<file path="config.mk">
export PLATFORM = sky130hd
export DESIGN_NAME = branch_ctrl_flat
export DESIGN_NICKNAME = d
export VERILOG_FILES = /design/src/rtl/branch_pkg.sv /design/src/rtl/branch_ctrl_if.sv /design/src/rtl/branch_ctrl_cmp.sv /design/src/rtl/branch_ctrl.sv /design/src/flat_wrapper.sv
export SDC_FILE = /design/constraint.sdc
export NUM_CORES = 1
export LEC_CHECK = 0
export BUFFER_PORTS_ARGS = -buffer_cell sky130_fd_sc_hd__buf_2
export CORE_MARGIN = 1.5
export CORE_UTILIZATION = 55
export DETAILED_ROUTE_END_ITERATION = 8
export PLACE_DENSITY = 0.78
export SYNTH_ARGS = -nofsm -noshare
export SYNTH_HDL_FRONTEND = slang
export SYNTH_SLANG_ARGS = --single-unit
</file>
<file path="constraint.sdc">
create_clock -name clk -period 4.2 [get_ports clk]
set_input_delay 0.63 -clock clk [delete_from_list [all_inputs] [get_ports clk]]
set_output_delay 0.63 -clock clk [all_outputs]
set_load 0.01 [all_outputs]
</file>
<file path="src/rtl/branch_pkg.sv">
// Shared types and helpers for the ID-stage branch resolution controller.
package branch_pkg;

  typedef enum logic [2:0] {
    BEQ  = 3'b000,
    BNE  = 3'b001,
    BGEZ = 3'b010,
    BGTZ = 3'b011,
    BLEZ = 3'b100,
    BLTZ = 3'b101
  } br_type_e;

  typedef enum logic [1:0] {
    IDLE     = 2'd0,
    WAIT_OPS = 2'd1,
    RESOLVE  = 2'd2
  } state_e;

  localparam logic [31:0] SIGN_FLIP = 32'h8000_0000;

  typedef struct packed {
    logic [2:0]  typ;
    logic [31:0] pc;
    logic [15:0] off;
  } br_req_t;

  function automatic logic is_bad(input logic [2:0] t);
    return t[2] & t[1];
  endfunction

  function automatic logic uses_rt(input logic [2:0] t);
    return (t == BEQ) || (t == BNE);
  endfunction

  // Zero-compare branches never wait on rt.
  function automatic logic ops_ready(input logic [2:0] t, input logic rs_rdy, input logic rt_rdy);
    return rs_rdy & (rt_rdy | ~uses_rt(t));
  endfunction

  function automatic logic [31:0] target(input logic [31:0] pc, input logic [15:0] off);
    return pc + 32'd4 + {{14{off[15]}}, off, 2'b00};
  endfunction

endpackage

</file>
<file path="src/rtl/branch_ctrl_if.sv">
// Decode / hazard / fetch-facing signals of the branch controller.
interface branch_ctrl_if #(parameter int CNT_W = 16);
  logic             br_valid;
  logic             br_ready;
  logic [2:0]       br_type;
  logic [31:0]      br_pc;
  logic [15:0]      br_offset;
  logic [31:0]      rs_val;
  logic [31:0]      rt_val;
  logic             rs_ready;
  logic             rt_ready;
  logic             ex_flush;
  logic             stall;
  logic             redirect_valid;
  logic [31:0]      redirect_pc;
  logic             flush;
  logic             bad_type;
  logic [CNT_W-1:0] br_total;
  logic [CNT_W-1:0] br_taken;

  modport slave (
    input  br_valid, br_type, br_pc, br_offset, rs_val, rt_val, rs_ready, rt_ready, ex_flush,
    output br_ready, stall, redirect_valid, redirect_pc, flush, bad_type, br_total, br_taken
  );

  modport master (
    output br_valid, br_type, br_pc, br_offset, rs_val, rt_val, rs_ready, rt_ready, ex_flush,
    input  br_ready, stall, redirect_valid, redirect_pc, flush, bad_type, br_total, br_taken
  );
endinterface

</file>
<file path="src/rtl/branch_ctrl_cmp.sv">
// Shared branch comparator; operands arrive sign-flipped so an unsigned compare is signed.
module branch_ctrl_cmp
  import branch_pkg::*;
(
  input  logic [2:0]  branch_type,
  input  logic [31:0] a,
  input  logic [31:0] b,
  output logic        taken
);
  logic eq, lt;

  assign eq = (a == b);
  assign lt = (a < b);

  always_comb begin
    taken = 1'b0;
    case (branch_type)
      BEQ:     taken = eq;
      BNE:     taken = ~eq;
      BGEZ:    taken = ~lt;
      BGTZ:    taken = ~lt & ~eq;
      BLEZ:    taken = lt | eq;
      BLTZ:    taken = lt;
      default: taken = 1'b0;
    endcase
  end
endmodule

</file>
<file path="src/rtl/branch_ctrl.sv">
// Branch resolution controller: accept, wait for operands, compare, redirect.
module branch_ctrl
  import branch_pkg::*;
#(
  parameter int          CNT_W    = 16,
  parameter logic [31:0] RESET_PC = 32'h0
) (
  input  logic            clk,
  input  logic            rst,
  branch_ctrl_if.slave    bus
);
  state_e           state_q, state_d;
  br_req_t          req_q, req_d;
  logic [31:0]      opa_q, opa_d, opb_q, opb_d;
  logic             redir_q, redir_d, bad_q, bad_d;
  logic [31:0]      rpc_q, rpc_d;
  logic [CNT_W-1:0] tot_q, tot_d, tk_q, tk_d;
  logic             accept, taken;

  assign bus.br_ready       = (state_q == IDLE) & ~redir_q & ~bus.ex_flush;
  assign accept             = bus.br_valid & bus.br_ready;
  assign bus.stall          = (state_q != IDLE) | accept;
  assign bus.redirect_valid = redir_q;
  assign bus.flush          = redir_q;
  assign bus.bad_type       = bad_q;
  assign bus.redirect_pc    = rpc_q;
  assign bus.br_total       = tot_q;
  assign bus.br_taken       = tk_q;

  branch_ctrl_cmp u_cmp (
    .branch_type (req_q.typ),
    .a           (opa_q ^ SIGN_FLIP),
    .b           (opb_q ^ SIGN_FLIP),
    .taken       (taken)
  );

  always_comb begin
    state_d = state_q;
    req_d   = req_q;
    opa_d   = opa_q;
    opb_d   = opb_q;
    redir_d = 1'b0;
    bad_d   = 1'b0;
    rpc_d   = rpc_q;
    tot_d   = tot_q;
    tk_d    = tk_q;
    if (bus.ex_flush) begin
      state_d = IDLE;
    end else begin
      case (state_q)
        IDLE: if (accept) begin
          req_d = '{typ: bus.br_type, pc: bus.br_pc, off: bus.br_offset};
          if (is_bad(bus.br_type)) begin
            bad_d = 1'b1;
          end else if (ops_ready(bus.br_type, bus.rs_ready, bus.rt_ready)) begin
            opa_d   = bus.rs_val;
            opb_d   = uses_rt(bus.br_type) ? bus.rt_val : 32'h0;
            state_d = RESOLVE;
          end else begin
            state_d = WAIT_OPS;
          end
        end
        WAIT_OPS: if (ops_ready(req_q.typ, bus.rs_ready, bus.rt_ready)) begin
          opa_d   = bus.rs_val;
          opb_d   = uses_rt(req_q.typ) ? bus.rt_val : 32'h0;
          state_d = RESOLVE;
        end
        RESOLVE: begin
          state_d = IDLE;
          redir_d = taken;
          if (taken) rpc_d = target(req_q.pc, req_q.off);
          tot_d   = tot_q + CNT_W'(1);
          tk_d    = tk_q + CNT_W'(taken);
        end
        default: state_d = IDLE;
      endcase
    end
  end

  always_ff @(posedge clk) begin
    if (rst) begin
      state_q <= IDLE;
      req_q   <= '0;
      opa_q   <= '0;
      opb_q   <= '0;
      redir_q <= 1'b0;
      bad_q   <= 1'b0;
      rpc_q   <= RESET_PC;
      tot_q   <= '0;
      tk_q    <= '0;
    end else begin
      state_q <= state_d;
      req_q   <= req_d;
      opa_q   <= opa_d;
      opb_q   <= opb_d;
      redir_q <= redir_d;
      bad_q   <= bad_d;
      rpc_q   <= rpc_d;
      tot_q   <= tot_d;
      tk_q    <= tk_d;
    end
  end
endmodule

</file>
<file path="src/flat_wrapper.sv">
// flat-port wrapper written by rule: the top's interface ports become plain ports
module branch_ctrl_flat import branch_pkg::*;
#(
  parameter int          CNT_W    = 16,
  parameter logic [31:0] RESET_PC = 32'h0
)
  (clk, rst, bus_br_valid, bus_br_type, bus_br_pc, bus_br_offset, bus_rs_val, bus_rt_val, bus_rs_ready, bus_rt_ready, bus_ex_flush, bus_br_ready, bus_stall, bus_redirect_valid, bus_redirect_pc, bus_flush, bus_bad_type, bus_br_total, bus_br_taken);
  branch_ctrl_if #(.CNT_W(CNT_W)) bus_i ();
  input  logic clk;
  input  logic rst;
  input wire logic [$bits(bus_i.br_valid)-1:0] bus_br_valid;
  input wire logic [$bits(bus_i.br_type)-1:0] bus_br_type;
  input wire logic [$bits(bus_i.br_pc)-1:0] bus_br_pc;
  input wire logic [$bits(bus_i.br_offset)-1:0] bus_br_offset;
  input wire logic [$bits(bus_i.rs_val)-1:0] bus_rs_val;
  input wire logic [$bits(bus_i.rt_val)-1:0] bus_rt_val;
  input wire logic [$bits(bus_i.rs_ready)-1:0] bus_rs_ready;
  input wire logic [$bits(bus_i.rt_ready)-1:0] bus_rt_ready;
  input wire logic [$bits(bus_i.ex_flush)-1:0] bus_ex_flush;
  output wire logic [$bits(bus_i.br_ready)-1:0] bus_br_ready;
  output wire logic [$bits(bus_i.stall)-1:0] bus_stall;
  output wire logic [$bits(bus_i.redirect_valid)-1:0] bus_redirect_valid;
  output wire logic [$bits(bus_i.redirect_pc)-1:0] bus_redirect_pc;
  output wire logic [$bits(bus_i.flush)-1:0] bus_flush;
  output wire logic [$bits(bus_i.bad_type)-1:0] bus_bad_type;
  output wire logic [$bits(bus_i.br_total)-1:0] bus_br_total;
  output wire logic [$bits(bus_i.br_taken)-1:0] bus_br_taken;
  assign bus_i.br_valid = bus_br_valid;
  assign bus_i.br_type = bus_br_type;
  assign bus_i.br_pc = bus_br_pc;
  assign bus_i.br_offset = bus_br_offset;
  assign bus_i.rs_val = bus_rs_val;
  assign bus_i.rt_val = bus_rt_val;
  assign bus_i.rs_ready = bus_rs_ready;
  assign bus_i.rt_ready = bus_rt_ready;
  assign bus_i.ex_flush = bus_ex_flush;
  assign bus_br_ready = bus_i.br_ready;
  assign bus_stall = bus_i.stall;
  assign bus_redirect_valid = bus_i.redirect_valid;
  assign bus_redirect_pc = bus_i.redirect_pc;
  assign bus_flush = bus_i.flush;
  assign bus_bad_type = bus_i.bad_type;
  assign bus_br_total = bus_i.br_total;
  assign bus_br_taken = bus_i.br_taken;
  branch_ctrl #(.CNT_W(CNT_W), .RESET_PC(RESET_PC)) u_core (.clk(clk), .rst(rst), .bus(bus_i));
endmodule
</file>
==> impl_metrics.ini <==
[floorplan]
ioPinCount = 190
num_rows = 47
initial_core_util_pct = 56.1
die_w_um = 133
core_area_um2 = 16500
die_h_um = 133
die_area_um2 = 17600

[sta]
tightest_slew_ns = 1.19
setup_viol = 0
clock_skew_ns = 0.0100
relSlewSlack_pct = 20.4
slew_violations = 0
setup_slack_ns = 0.678
fmax_mhz = 284
rsz0062_at_grt = false
finalCritPeriodShare_pct = 83.8
fin_setup_tns_ns = 0
period_minus_slack_ns = 3.52
hold_viol = 0

[route]
ant_nets = 0
viasPerCell = 5.41
drc = 0
post_drt_wl_per_cell_um = 14.3
totalWireLength_um = 21900
num_vias = 8252
drt_first_pass_iters = 5
drt_iter0_markers = 504

[worst_setup_path]
cp.required_ns = 4.56
worstSetupStartpointType = flip-flop
crit_fanout = 11
crit_type = flip-flop to flip-flop
cp-end-kind = flip-flop
cp_data_arrival_time_ns = 3.88

[logic_synthesis]
avgSynthCellArea_um2 = 8.16
synth_common_cells = nand2_1, dfxtp_1, a21oi_1
synth.area.top_cells = dfxtp_1, ha_1, nand2_1
synthArstFlopShare_pct = 0
syn_inst = 1135
yosys_warnings = 0
synth_most_common_cell = nand2_1
ys.flop_type = dfxtp_1
yosysSeqAreaShare_pct = 39.5
synth-edff-count = 0
yosys.area.top_type_share_pct = 39.5
synth_top_area_cell = dfxtp_1
syn_area_um2 = 9270
ys_types = 62
synth_nets = 1349
ys_ff_latch = 183

[layout]
drive_above_1_share_pct = 18.5
seq_area_um2 = 3660
fin_area_um2 = 10900
diodes = 0
area_delta_synth_final_pct = 17.6
fillCellCount = 1412
nets = 1507
multi_input_area_um2 = 5210

[power]
switchingPower_uw = 938
swShare_pct = 25.4
power_mw = 3.70
power_frac_seq_pct = 48.5
vdd_drop_max_mv = 0.303
p_int_mw = 2.76
powerDensity_nw_per_um2 = 340
power_leakage_nw = 4.73
p_comb_share_pct = 10.6
pwr-share-clk_pct = 40.9

[placed_design]
io_buffers = 189
place_congestion = 0.901
place_area_um2 = 10300
dpl_worst_slack_ns = 0.729
dp_hpwl_um = 15500

[run_status]
run_status = finished, final reports clean

[clock_network]
clk_pin_slew_worst_paths_ns = 0.07
root_buffer = clkbuf_16
cts_resized = 0
post-cts-setup-buffers = 0
cts_inserted_buffers = 17
clockBufferDepth = 2
worstSkewPairLatency_ns = 0.44
cts.sinks = 183
h-tree-depth = 4
cts_tree = yes
hold_buffers = 0

[grt]
grt_pass1_vias = 7642
grt_pass1_wl_um = 35500
overflow = 0
grt_max_degree = 99
antenna_found_initial = 0
gr-usage-all-layers_pct = 24.7

[hold_path]
hp-class = input port to flip-flop

[flow_run]
maxCapViolations = 0
kinds of logic (layout without fill, tap and decap cells):
family                   Yosys count  in the layout  synth area share [%]
XOR/XNOR                          46             46                  4.35
AND/OR/NAND/NOR                  440            440                  20.6
flip-flops                       183            183                  39.5
buffers and inverters            105            275                  4.56
AO/OA/AOI/OAI                    239            239                  15.2
multiplexers                      29             29                  3.13
adder cells (fa/ha/maj)           93             93                  12.6
sequential cells by signal, summed over array words and instances (netlist names), 2 cells and up:
name                    count
u_core.bus.br_taken        16
u_core.bus.br_total        16
u_core.bus.redirect_pc     32
u_core.opa_q               32
u_core.opb_q               32
u_core.req_q               51
u_core.state_q              2
critical path, cell delays in order (launching register included):
cell	delay [ns]
dfxtp_1	0.33
inv_1	0.04
ha_1	0.33
nand4_2	0.17
nor4_2	0.48
o311ai_0	0.27
and4_1	0.25
o32a_1	0.39
inv_1	0.08
ha_1	0.16
nand4_1	0.35
or3_1	0.44
a21oi_1	0.14
final timing paths:
path         slack [ns]                       to               from  depth (start not counted)
max                0.68  u_core.bus.br_taken[13]   u_core.opb_q[30]                         12
min                0.43         u_core.req_q[14]  bus_br_offset[14]                          3
max reg2reg        0.68  u_core.bus.br_taken[13]   u_core.opb_q[30]                         12
min reg2reg        0.45         u_core.opb_q[15]   u_core.opb_q[15]                          2
cell type report:
type,instances,share of cell area (%)
Clock buffer,21,4.14
Clock inverter,10,0.885
Tap cell,220,2.53
Inverter,46,1.59
Timing Repair Buffer,198,9.36
Sequential cell,183,33.6
Multi-Input combinational cell,847,47.9
per-stage QoR:
stage	util [%]	hold WS (ns)	instances
after global placement	62.6	0.439	1494
after global routing	65.9	0.425	1525
after detailed placement	62.6	0.445	1494
after floorplan	-	0.432	1135
after CTS	65.9	0.419	1525
final	65.9	0.429	1525
cells in the final DEF, fill, tap and decap left out, types with 4 or more instances in the layout:
cell and count:
nand2_1 234, buf_2 188, dfxtp_1 183, a21oi_1 153
ha_1 92, nor2_1 87, nand3_1 52, inv_1 46
mux2i_1 29, xor2_1 26, xnor2_1 20, o21ai_0 19
clkbuf_16 17, nand4_1 14, a21o_1 12, nor3_1 9
buf_4 9, a211oi_1 8, and3_1 7, or3_1 6
nand2b_1 5, o21a_1 5, o31ai_1 4, nor2b_1 4
o211ai_1 4
layer usage:
metal	global-route usage (%)	share of wire, %	vias up
li1	-	-	4206
met1	32.0	46	3795
met2	41.0	47	219
met3	4.60	4.6	32
met4	9.04	2.0	0
met5	0	0	-
power groups by stage:
stage | clock, mW | combinational [mW] | sequential [mW]
floorplan | 0 | 0.255 | 1.83
global placement | 0 | 0.382 | 1.83
detailed placement | 0 | 0.388 | 1.83
CTS | 1.53 | 0.393 | 1.79
global route | 1.60 | 0.441 | 1.80
finish | 1.51 | 0.392 | 1.79
Power figures use the tool's default switching activity.
